`src/rtl/lc3_control_unit.sv`:
```
// SLC-3 fetch/decode/execute sequencer: Moore outputs drive every datapath load, gate, mux and memory strobe.
// Define LC3_PAUSE_IR_EN to pause after each fetch so the new IR is shown on the LEDs.
module lc3_control_unit #(
   parameter int MEM_WAIT = 2
) (
   input  logic       Clk_i,
   input  logic       Reset_i,
   input  logic       Run_i,
   input  logic       Continue_i,
   input  logic [3:0] Opcode_i,
   input  logic       IR_5_i,
   input  logic       IR_11_i,
   input  logic       BEN_i,
   output logic       LD_MAR_o,
   output logic       LD_MDR_o,
   output logic       LD_IR_o,
   output logic       LD_BEN_o,
   output logic       LD_CC_o,
   output logic       LD_REG_o,
   output logic       LD_PC_o,
   output logic       LD_LED_o,
   output logic       GatePC_o,
   output logic       GateMDR_o,
   output logic       GateALU_o,
   output logic       GateMARMUX_o,
   output logic [1:0] PCMUX_o,
   output logic       DRMUX_o,
   output logic       SR1MUX_o,
   output logic       SR2MUX_o,
   output logic       ADDR1MUX_o,
   output logic [1:0] ADDR2MUX_o,
   output logic [1:0] ALUK_o,
   output logic       MIO_EN_o,
   output logic       Mem_OE_o,
   output logic       Mem_WE_o
);

   localparam int CW = (MEM_WAIT > 1) ? $clog2(MEM_WAIT) : 1;

   typedef enum logic [4:0] {
      HALTED, S18, S33, S35, S32, S01, S05, S09, S06, S07, S25, S27,
      S23, S16, S04, S21, S12, S00, S22, PAUSE1, PAUSE2
`ifdef LC3_PAUSE_IR_EN
      , PAUSE_IR1, PAUSE_IR2
`endif
   } state_t;

   state_t         state_q, state_d;
   logic [CW-1:0]  cnt_q, cnt_d;
   logic           cnt_run;
   logic           cnt_last;
   logic           ir11_unused;

   // IR[11] is reserved for JSRR and does not affect sequencing.
   assign ir11_unused = IR_11_i;
   assign cnt_last    = (cnt_q == CW'(MEM_WAIT - 1));

   always_ff @(posedge Clk_i or negedge Reset_i) begin
      if (!Reset_i) begin
         state_q <= HALTED;
         cnt_q   <= '0;
      end else begin
         state_q <= state_d;
         cnt_q   <= cnt_d;
      end
   end

   always_comb begin
      state_d      = state_q;
      cnt_run      = 1'b0;
      LD_MAR_o     = 1'b0;
      LD_MDR_o     = 1'b0;
      LD_IR_o      = 1'b0;
      LD_BEN_o     = 1'b0;
      LD_CC_o      = 1'b0;
      LD_REG_o     = 1'b0;
      LD_PC_o      = 1'b0;
      LD_LED_o     = 1'b0;
      GatePC_o     = 1'b0;
      GateMDR_o    = 1'b0;
      GateALU_o    = 1'b0;
      GateMARMUX_o = 1'b0;
      PCMUX_o      = 2'd0;
      DRMUX_o      = 1'b0;
      SR1MUX_o     = 1'b0;
      SR2MUX_o     = 1'b0;
      ADDR1MUX_o   = 1'b0;
      ADDR2MUX_o   = 2'd0;
      ALUK_o       = 2'd0;
      MIO_EN_o     = 1'b0;
      Mem_OE_o     = 1'b1;
      Mem_WE_o     = 1'b1;

      case (state_q)
         HALTED: if (Run_i) state_d = S18;
         S18: begin
            GatePC_o = 1'b1;
            LD_MAR_o = 1'b1;
            LD_PC_o  = 1'b1;
            state_d  = S33;
         end
         S33, S25: begin
            Mem_OE_o = 1'b0;
            MIO_EN_o = 1'b1;
            cnt_run  = 1'b1;
            LD_MDR_o = cnt_last;
            if (cnt_last) state_d = (state_q == S33) ? S35 : S27;
         end
         S35: begin
            GateMDR_o = 1'b1;
            LD_IR_o   = 1'b1;
`ifdef LC3_PAUSE_IR_EN
            state_d   = PAUSE_IR1;
`else
            state_d   = S32;
`endif
         end
`ifdef LC3_PAUSE_IR_EN
         PAUSE_IR1: begin
            LD_LED_o = 1'b1;
            if (Continue_i) state_d = PAUSE_IR2;
         end
         PAUSE_IR2: begin
            LD_LED_o = 1'b1;
            if (!Continue_i) state_d = S32;
         end
`endif
         S32: begin
            LD_BEN_o = 1'b1;
            case (Opcode_i)
               4'b0001: state_d = S01;
               4'b0101: state_d = S05;
               4'b1001: state_d = S09;
               4'b0110: state_d = S06;
               4'b0111: state_d = S07;
               4'b0100: state_d = S04;
               4'b1100: state_d = S12;
               4'b0000: state_d = S00;
               4'b1101: state_d = PAUSE1;
               default: state_d = S18;
            endcase
         end
         S01, S05: begin
            SR1MUX_o  = 1'b1;
            SR2MUX_o  = IR_5_i;
            ALUK_o    = (state_q == S05) ? 2'd1 : 2'd0;
            GateALU_o = 1'b1;
            LD_REG_o  = 1'b1;
            LD_CC_o   = 1'b1;
            state_d   = S18;
         end
         S09: begin
            SR1MUX_o  = 1'b1;
            ALUK_o    = 2'd2;
            GateALU_o = 1'b1;
            LD_REG_o  = 1'b1;
            LD_CC_o   = 1'b1;
            state_d   = S18;
         end
         S06, S07: begin
            ADDR1MUX_o   = 1'b1;
            SR1MUX_o     = 1'b1;
            ADDR2MUX_o   = 2'd1;
            GateMARMUX_o = 1'b1;
            LD_MAR_o     = 1'b1;
            state_d      = (state_q == S06) ? S25 : S23;
         end
         S27: begin
            GateMDR_o = 1'b1;
            LD_REG_o  = 1'b1;
            LD_CC_o   = 1'b1;
            state_d   = S18;
         end
         S23: begin
            ALUK_o    = 2'd3;
            GateALU_o = 1'b1;
            LD_MDR_o  = 1'b1;
            state_d   = S16;
         end
         S16: begin
            Mem_WE_o = 1'b0;
            cnt_run  = 1'b1;
            if (cnt_last) state_d = S18;
         end
         S04: begin
            GatePC_o = 1'b1;
            DRMUX_o  = 1'b1;
            LD_REG_o = 1'b1;
            state_d  = S21;
         end
         S21: begin
            ADDR2MUX_o = 2'd3;
            PCMUX_o    = 2'd2;
            LD_PC_o    = 1'b1;
            state_d    = S18;
         end
         S12: begin
            SR1MUX_o   = 1'b1;
            ADDR1MUX_o = 1'b1;
            PCMUX_o    = 2'd2;
            LD_PC_o    = 1'b1;
            state_d    = S18;
         end
         S00: state_d = BEN_i ? S22 : S18;
         S22: begin
            ADDR2MUX_o = 2'd2;
            PCMUX_o    = 2'd2;
            LD_PC_o    = 1'b1;
            state_d    = S18;
         end
         // Two-phase handshake: a held Continue can only advance one step.
         PAUSE1: begin
            LD_LED_o = 1'b1;
            if (Continue_i) state_d = PAUSE2;
         end
         PAUSE2: begin
            LD_LED_o = 1'b1;
            if (!Continue_i) state_d = S18;
         end
         default: state_d = HALTED;
      endcase

      cnt_d = '0;
      if (cnt_run && (state_d == state_q)) cnt_d = cnt_q + 1'b1;
   end

endmodule
```
`config.mk`:
```
export PLATFORM = sky130hd
export DESIGN_NAME = lc3_control_unit
export DESIGN_NICKNAME = d
export VERILOG_FILES = /design/src/rtl/lc3_control_unit.sv
export SDC_FILE = /design/constraint.sdc
export NUM_CORES = 1
export LEC_CHECK = 0
export ABC_CLOCK_PERIOD_IN_PS = 1480
export BUFFER_PORTS_ARGS = -buffer_cell sky130_fd_sc_hd__clkbuf_2
export CAP_MARGIN = 0
export CORE_MARGIN = 3
export CORE_UTILIZATION = 43
export CTS_CLUSTER_SIZE = 16
export DETAILED_ROUTE_END_ITERATION = 7
export PLACE_DENSITY = 0.75
export SLEW_MARGIN = 0
export SYNTH_ARGS = -nofsm -noshare
export SYNTH_HDL_FRONTEND = slang
export SYNTH_SLANG_ARGS = --single-unit
```
`constraint.sdc`:
```
create_clock -name Clk_i -period 1.48 [get_ports Clk_i]
set_clock_uncertainty 0.15 [all_clocks]
set_input_delay 0.148 -clock Clk_i [delete_from_list [all_inputs] [get_ports Clk_i]]
set_output_delay 0.148 -clock Clk_i [all_outputs]
set_load 0.02 [all_outputs]
```
==> results of run 1 <==
## logic make-up after synthesis
| kind of cell | after synthesis | share of synthesized area |
|---|---|---|
| AND/OR/NAND/NOR | 68 | 0.429 |
| other | 1 | 0.00423 |
| multiplexers | 1 | 0.0113 |
| flip-flops | 6 | 0.169 |
| AO/OA/AOI/OAI | 36 | 0.242 |
| buffers and inverters | 19 | 0.114 |
| XOR/XNOR | 3 | 0.0297 |
## Yosys cell counts, types with 2 or more instances
master    instances
a21oi_1          14
and3_1            4
buf_2             8
buf_4             3
dfrtp_1           6
inv_1             4
nand2_1          11
nand2b_1          4
nand3_1           5
nand4_1           3
nor2_1           13
nor2b_1           6
nor3_1            7
nor4_1            2
nor4bb_1          2
o21ai_0          11
o221ai_1          2
or2_2             2
xnor2_1           2
## what timing repair did
action                                  CTS
gates cloned                              0
endpoints found under the setup margin   29
pin swaps                                 9
hold buffers                              1
buffers inserted                         16
gates resized for setup                  69
hold endpoints to repair                  6
## through the flow
stage	cell area (um2)	setup TNS (ns)	hold WS, ns	util	setup WS, ns
after floorplan	1010	-0.406	-0.298	-	-0.117
after global placement	1310	-1.84	-0.170	0.712	-0.144
after detailed placement	1310	-2.26	-0.166	0.712	-0.208
after CTS	1710	-7.47	0.0872	0.929	-0.398
==> results.yml, run 1 <==
clock_tree:
  htree_levels: 1
  cts.sinks: 6
  clockRootBuffer: "clkbuf_4"
  cts_buffers: 3
  clock_path_buffers: 2
place:
  place_inst: 204
  gp_congestion: 0.858
  io_buffers: 33
  hpwl_mm: 2.28
global_route:
  grt_max_degree: 15
outcome:
  outcome: "aborted with a tool error"
  lastStage: "global routing"
  stop_error: "[ERROR DPL-0038] Utilization greater than 100%, impossible to legalize"
synth:
  ys_types: 44
  synth_edf_count: 0
  synth_top_area_cell: "dfrtp_1"
  synthFlopType: "dfrtp_1"
  syn_area_per_cell_um2: 6.61
  synth_seq_cells: 6
  ys_async_sr_fraction: 1.00
  yosysTopAreaCellShare: 0.169
  synth_fp_nets: 145
  syn_inst: 134
  yosys_warnings: 0
  ys_seq_area_frac: 0.169
  netlist_area_um2: 886
  synth.area.top_cells: "dfrtp_1 17%, a21oi_1 7.9%, o21ai_0 6.2%"
die:
  die_h_um: 51.4
  die_x_um: 51.4
  rows: 15
  io_pins: 36
  initial_utilization: 0.482
sta:
  worst_endpoint: "ADDR2MUX_o[1]"
  worstEndpointType: "top-level output"
==> inputs of run 2 (changes only) <==
==> config.mk (replaced) <==
export PLATFORM = sky130hd
export DESIGN_NAME = lc3_control_unit
export DESIGN_NICKNAME = d
export VERILOG_FILES = /design/src/rtl/lc3_control_unit.sv
export SDC_FILE = /design/constraint.sdc
export NUM_CORES = 1
export LEC_CHECK = 0
export ABC_CLOCK_PERIOD_IN_PS = 1900
export BUFFER_PORTS_ARGS = -buffer_cell sky130_fd_sc_hd__clkbuf_2
export CAP_MARGIN = 0
export CORE_AREA = 3 3 64 66
export DETAILED_ROUTE_END_ITERATION = 7
export DIE_AREA = 0 0 67 69
export PLACE_DENSITY_LB_ADDON = 0.15
export SLEW_MARGIN = 0
export SYNTH_ARGS = -nofsm -noshare
export SYNTH_HDL_FRONTEND = slang
export SYNTH_SLANG_ARGS = --single-unit
==> constraint.sdc (replaced) <==
create_clock -name Clk_i -period 1.9 [get_ports Clk_i]
set_clock_uncertainty 0.15 [all_clocks]
set_input_delay 0.19 -clock Clk_i [delete_from_list [all_inputs] [get_ports Clk_i]]
set_output_delay 0.19 -clock Clk_i [all_outputs]
set_load 0.02 [all_outputs]
==> results.yml, run 2 <==
clock_tree:
  insertion_delay_ns: 0.22
  cts_tree: "done"
  cts.sinks: 6
  clock_path_buffers: 2
  clockRootBuffer: "clkbuf_8"
  htree_levels: 1
  cts.clk_slew.worst_paths_ns: 0.04
  cts_buffers: 3
power_and_ir_drop:
  ir_drop_mv: 0.433
  p_seq_frac: 0.114
  swShare: 0.528
  clock_power_share: 0.081
  powerDensity_mw_per_mm2: 1820
  internal_power_mw: 1.12
  finalPower_mw: 2.36
  p_leak_nw: 0.600
  p_switching_mw: 1.25
  power_frac_comb: 0.805
synth:
  synth_seq_cells: 6
  yosysMostFrequentCell: "a21oi_1"
  ys_seq_area_frac: 0.169
  ys_async_sr_fraction: 1.00
  synth_top_area_cell: "dfrtp_1"
  netlist_area_um2: 886
  yosysTopAreaCellShare: 0.169
  synthFlopType: "dfrtp_1"
  syn_area_per_cell_um2: 6.61
  syn_inst: 134
  synth.area.top_cells: "dfrtp_1 17%, a21oi_1 7.9%, o21ai_0 6.2%"
  synth_edf_count: 0
  synth_fp_nets: 145
  ys_types: 44
  yosys-top-cells-count: "14 x a21oi_1, 13 x nor2_1, 11 x nand2_1, 11 x o21ai_0, 8 x buf_2"
  yosys_warnings: 0
route:
  wire_per_inst_um: 13.5
  drt_iter0_markers: 42
  wirelength_mm: 3.01
  highest_layer: "met4"
  dr_wl_met2_mm: 1.37
  ant_nets: 0
  drt-met1-wl_mm: 1.37
  met3WireLength_um: 182
  drc_errors: 0
  vias: 1124
  via_per_inst: 5.02
  first_pass_iters: 4
sta:
  hold_viol_final: 0
  rsz0062_at_grt: "true"
  setup_tns_ns: 0
  post-route-period-util: 0.986
  slew_viol_final: 0
  fin_crit_ns: 1.87
  finalSetupViolCount: 0
  fmax_ghz: 0.534
global_route:
  grt_pass1_wl_mm: 4.97
  grt-ovfl-total: 0
  antenna_found_initial: 0
  grt_usage: 0.134
  grt_pass1_vias: 1053
  grt_max_degree: 21
setup_path:
  cp-startpoint: "state_q[4]"
  cp.required_ns: 1.56
  critPathArrivalTime_ns: 1.53
  path_class: "reg2out"
  critPathMaxFanout: 9
  cp-start-kind: "flop"
  worstPathCellList: "nand2b_1 -> o21ai_0 -> and2_1 -> or2_2 -> clkbuf_2"
  end_kind: "output port"
  rr_startpoint: "state_q[0]"
  slowest_delay_ns: 0.48
  cp_slowest_cell: "dfrtp_2"
die:
  dieArea_mm2: 0.00462
  die_h_um: 69
  rows: 22
  die_x_um: 67
  initial_utilization: 0.244
  core_area_mm2: 0.00363
  io_pins: 36
place:
  place_inst: 216
  hpwl_mm: 2.25
  io_buffers: 33
  gp_congestion: 0.822
cells_and_area:
  area_delta_synth_final_pct: 46.6
  drive_above_1_share: 0.426
  fin_cells: 224
  largest_register_ffs: 5
  antenna-diode-count: 0
  regMostFlops: "state_q"
  nNetsFinal: 189
  layout_commonest_cell: "clkbuf_2"
  fill_cells: 421
  layout_common_cells: "31 x clkbuf_2, 17 x buf_4, 12 x a21oi_1"
outcome:
  outcome: "completed"
worst_hold_path:
  min_from: "Continue_i"
  hold_path_class: "in2reg"
job:
  drv_cap: 0
==> run 2: cell counts after synthesis <==
Identical to the previous run, type by type.
==> run 2: final cells by class <==
| type | count | area, um2 | area share |
|---|---|---|---|
| sequential | 6 | 154 | 0.118 |
| timing repair buffer | 53 | 340 | 0.262 |
| clock buffer | 3 | 41.3 | 0.0318 |
| tap | 48 | 60.1 | 0.0462 |
| multi-input combinational | 109 | 679 | 0.523 |
| inverter | 5 | 23.8 | 0.0183 |
==> run 2: through the flow <==
stage,utilization,worst slack (ns),hold slack [ns],cell area [um2]
4_1_cts,0.339,0.00662,0.161,1230
6_report,0.357,0.0272,0.163,1300
2_1_floorplan,-,0.0370,-0.256,886
3_3_place_gp,0.318,0.142,-0.131,1150
3_5_place_dp,0.318,0.131,-0.125,1150
5_1_grt,0.357,-0.0430,0.185,1300
==> run 2: power groups by stage <==
stage | sequential (mW) | clock (mW) | combinational (mW)
after floorplan | 0.220 | 0 | 1.25
after global placement | 0.264 | 0 | 1.74
after detailed placement | 0.262 | 0 | 1.76
after CTS | 0.270 | 0.193 | 1.78
after global routing | 0.284 | 0.202 | 2.06
final | 0.269 | 0.192 | 1.90
==> run 2: worst paths after layout <==
check / end / slack [ns] / depth (start not counted)
min in group asynchronous: cnt_last / 0.18 / 2
worst min-delay path: state_q[2] / 0.16 / 2
worst max-delay path: SR1MUX_o / 0.03 / 5
max in group asynchronous: state_q[3] / 1.25 / 2
worst min register to register: cnt_last / 0.40 / 1
worst max register to register: state_q[2] / 0.23 / 6
==> run 2: critical path, delay by kind of cell (launching register included) <==
kind,cells,cell delay (ns)
buf+inv,1,0.15
compound gates,1,0.07
simple gates,3,0.60
flops,1,0.48
==> run 2: kinds of logic (layout without fill, tap and decap cells) <==
| family | count (synthesis) | count (layout) | synth area share |
|---|---|---|---|
| flops | 6 | 6 | 0.169 |
| compound gates | 36 | 36 | 0.242 |
| xor+xnor | 3 | 3 | 0.0297 |
| other cells | 1 | 1 | 0.00423 |
| buf+inv | 19 | 61 | 0.114 |
| mux | 1 | 1 | 0.0113 |
| simple gates | 68 | 68 | 0.429 |
==> run 2: repair_timing <==
action	in CTS	in global routing
resized for setup	8	13
setup endpoints to repair	4	10
pin swaps	0	1
hold buffers	1	0
setup buffers	0	4
hold endpoints to repair	6	0
==> run 2: layer usage <==
layer,up-vias,global-route usage
met2,48,0.203
met1,510,0.186
met3,9,0.0163
met4,0,0.0608
li1,557,-
met5,-,0
No activity file was read; power rests on OpenSTA's default activity.
==> inputs of run 3 (changes only) <==
==> constraint.sdc (replaced) <==
create_clock -name Clk_i -period 1.9 [get_ports Clk_i]
set_clock_uncertainty 0.15 [all_clocks]
set_input_delay 0.38 -clock Clk_i [delete_from_list [all_inputs] [get_ports Clk_i]]
set_output_delay 0.38 -clock Clk_i [all_outputs]
set_load 0.02 [all_outputs]
==> results.yml, run 3 (synthesis results as in run 2) <==
outcome:
  outcome: "complete, but fails checks"
  violations: "negative setup slack"
route:
  ant_nets: 0
  wirelength_mm: 3.70
  drc_errors: 0
  via_per_inst: 4.89
  vias: 1285
  wire_per_inst_um: 14.0
  first_pass_iters: 4
  drt_iter0_markers: 70
setup_path:
  rr_endpoint: "state_q[2]"
  cp-start-kind: "flop"
  rrSetupSlack_ns: 0.07
  rr_worst_depth: 8
  cp.required_ns: 1.37
  critPathMaxFanout: 6
  critPathArrivalTime_ns: 1.54
  path_class: "reg2out"
  rr_startpoint: "state_q[0]"
  end_kind: "output port"
place:
  dpl_worst_slack_ns: -0.00939
  hpwl_mm: 2.35
  place_inst: 229
  io_buffers: 33
  gp_congestion: 0.852
power_and_ir_drop:
  p_leak_nw: 0.899
  powerDensity_mw_per_mm2: 1850
  finalPower_mw: 3.61
  ir_drop_mv: 0.556
clock_tree:
  clockRootBuffer: "clkbuf_8"
  insertion_delay_ns: 0.22
  clock_path_buffers: 2
  cts_tree: "done"
  cts_buffers: 3
  cts.sinks: 6
  htree_levels: 1
  cts.clk_slew.worst_paths_ns: 0.03
cells_and_area:
  antenna-diode-count: 0
  layout_commonest_cell: "buf_4"
  drive_above_1_share: 0.660
  largest_register_ffs: 5
  regMostFlops: "state_q"
  area_delta_synth_final_pct: 120
  fin_cells: 263
  layout_common_cells: "51 x buf_4, 11 x nor2_1, 11 x buf_6"
  fill_cells: 324
  nNetsFinal: 228
worst_hold_path:
  hold_path_class: "in2async"
sta:
  fmax_ghz: 0.483
  slew_viol_final: 0
  finalSetupViolCount: 19
  fin_crit_ns: 2.07
  worst_slack_ns: -0.169
  hold_viol_final: 0
  post-route-period-util: 1.09
  rsz0062_at_grt: "true"
die:
  dieArea_mm2: 0.00462
  initial_utilization: 0.244
  io_pins: 36
  core_area_mm2: 0.00363
  die_h_um: 69
  die_x_um: 67
  rows: 22
global_route:
  met2_usage: 0.271
  use_met3: 0.0228
  grt_pass1_wl_mm: 5.78
  grt_usage: 0.155
  antenna_found_initial: 0
  grt-ovfl-total: 0
  grt_max_degree: 14
  grt_use_met1: 0.201
  busiest_layer: "met2"
  grt_pass1_vias: 1236
job:
  drv_cap: 0
## run 3: changes by cell type in the layout (fill, tap and decap cells not counted), sizes merged
cell / previous run / this run
buf: 21 / 72
clkbuf: 34 / 22
clkinvlp: 1 / 0
inv: 3 / 4
## run 3: timing repair
action	CTS	global route
cloned	0	1
resized for setup	80	41
pin swaps	18	14
setup buffers	18	12
hold buffers	1	0
endpoints found under the setup margin	22	24
hold endpoints to repair	6	0
## run 3: worst max path at each step
stage / start / end / slack [ns] / depth (start not counted)
detailed placement: state_q[0] / LD_LED_o / -0.009 / 6
global placement: state_q[0] / SR1MUX_o / 0.006 / 6
finish: state_q[0] / LD_LED_o / -0.17 / 6
global route: state_q[0] / LD_LED_o / -0.20 / 6
CTS: state_q[0] / LD_LED_o / -0.15 / 6
floorplan: state_q[1] / LD_REG_o / 0.01 / 5
## run 3: cell type report
type	instances	area, um2	area share
multi-input cells	109	813	0.418
flip-flops and latches	6	156	0.0803
clock buffers	3	41.3	0.0212
repair buffers	92	853	0.438
inverters	5	22.5	0.0116
well taps	48	60.1	0.0308
## run 3: routing by layer
layer,part of all wire,vias up
met2,0.53,34
met4,0,0
li1,-,635
met1,0.43,616
met3,0.036,0
met5,0,-
## run 3: metrics by stage
stage	util	area (um2)	TNS [ns]	hold WS, ns
floorplan	-	906	0	-0.0656
finish	0.536	1950	-1.65	0.365
CTS	0.477	1730	-1.59	0.360
detailed placement	0.354	1280	-0.00939	0.0590
global route	0.536	1950	-2.79	0.380
global placement	0.354	1280	0	0.0591
## run 3: power breakdown
group	switching [mW]	internal [mW]	total, mW	leakage (nW)
Combinational	1.44	1.68	3.13	0.808
Clock	0.0496	0.136	0.185	0.0216
Sequential	0.105	0.192	0.297	0.0693
## run 3: critical path, cell delays in order (launching register included)
cell and delay [ns]:
dfrtp_2 0.43, buf_12 0.14, buf_8 0.12, nor2_4 0.17
nand2_1 0.10, a21oi_2 0.18, clkbuf_8 0.17
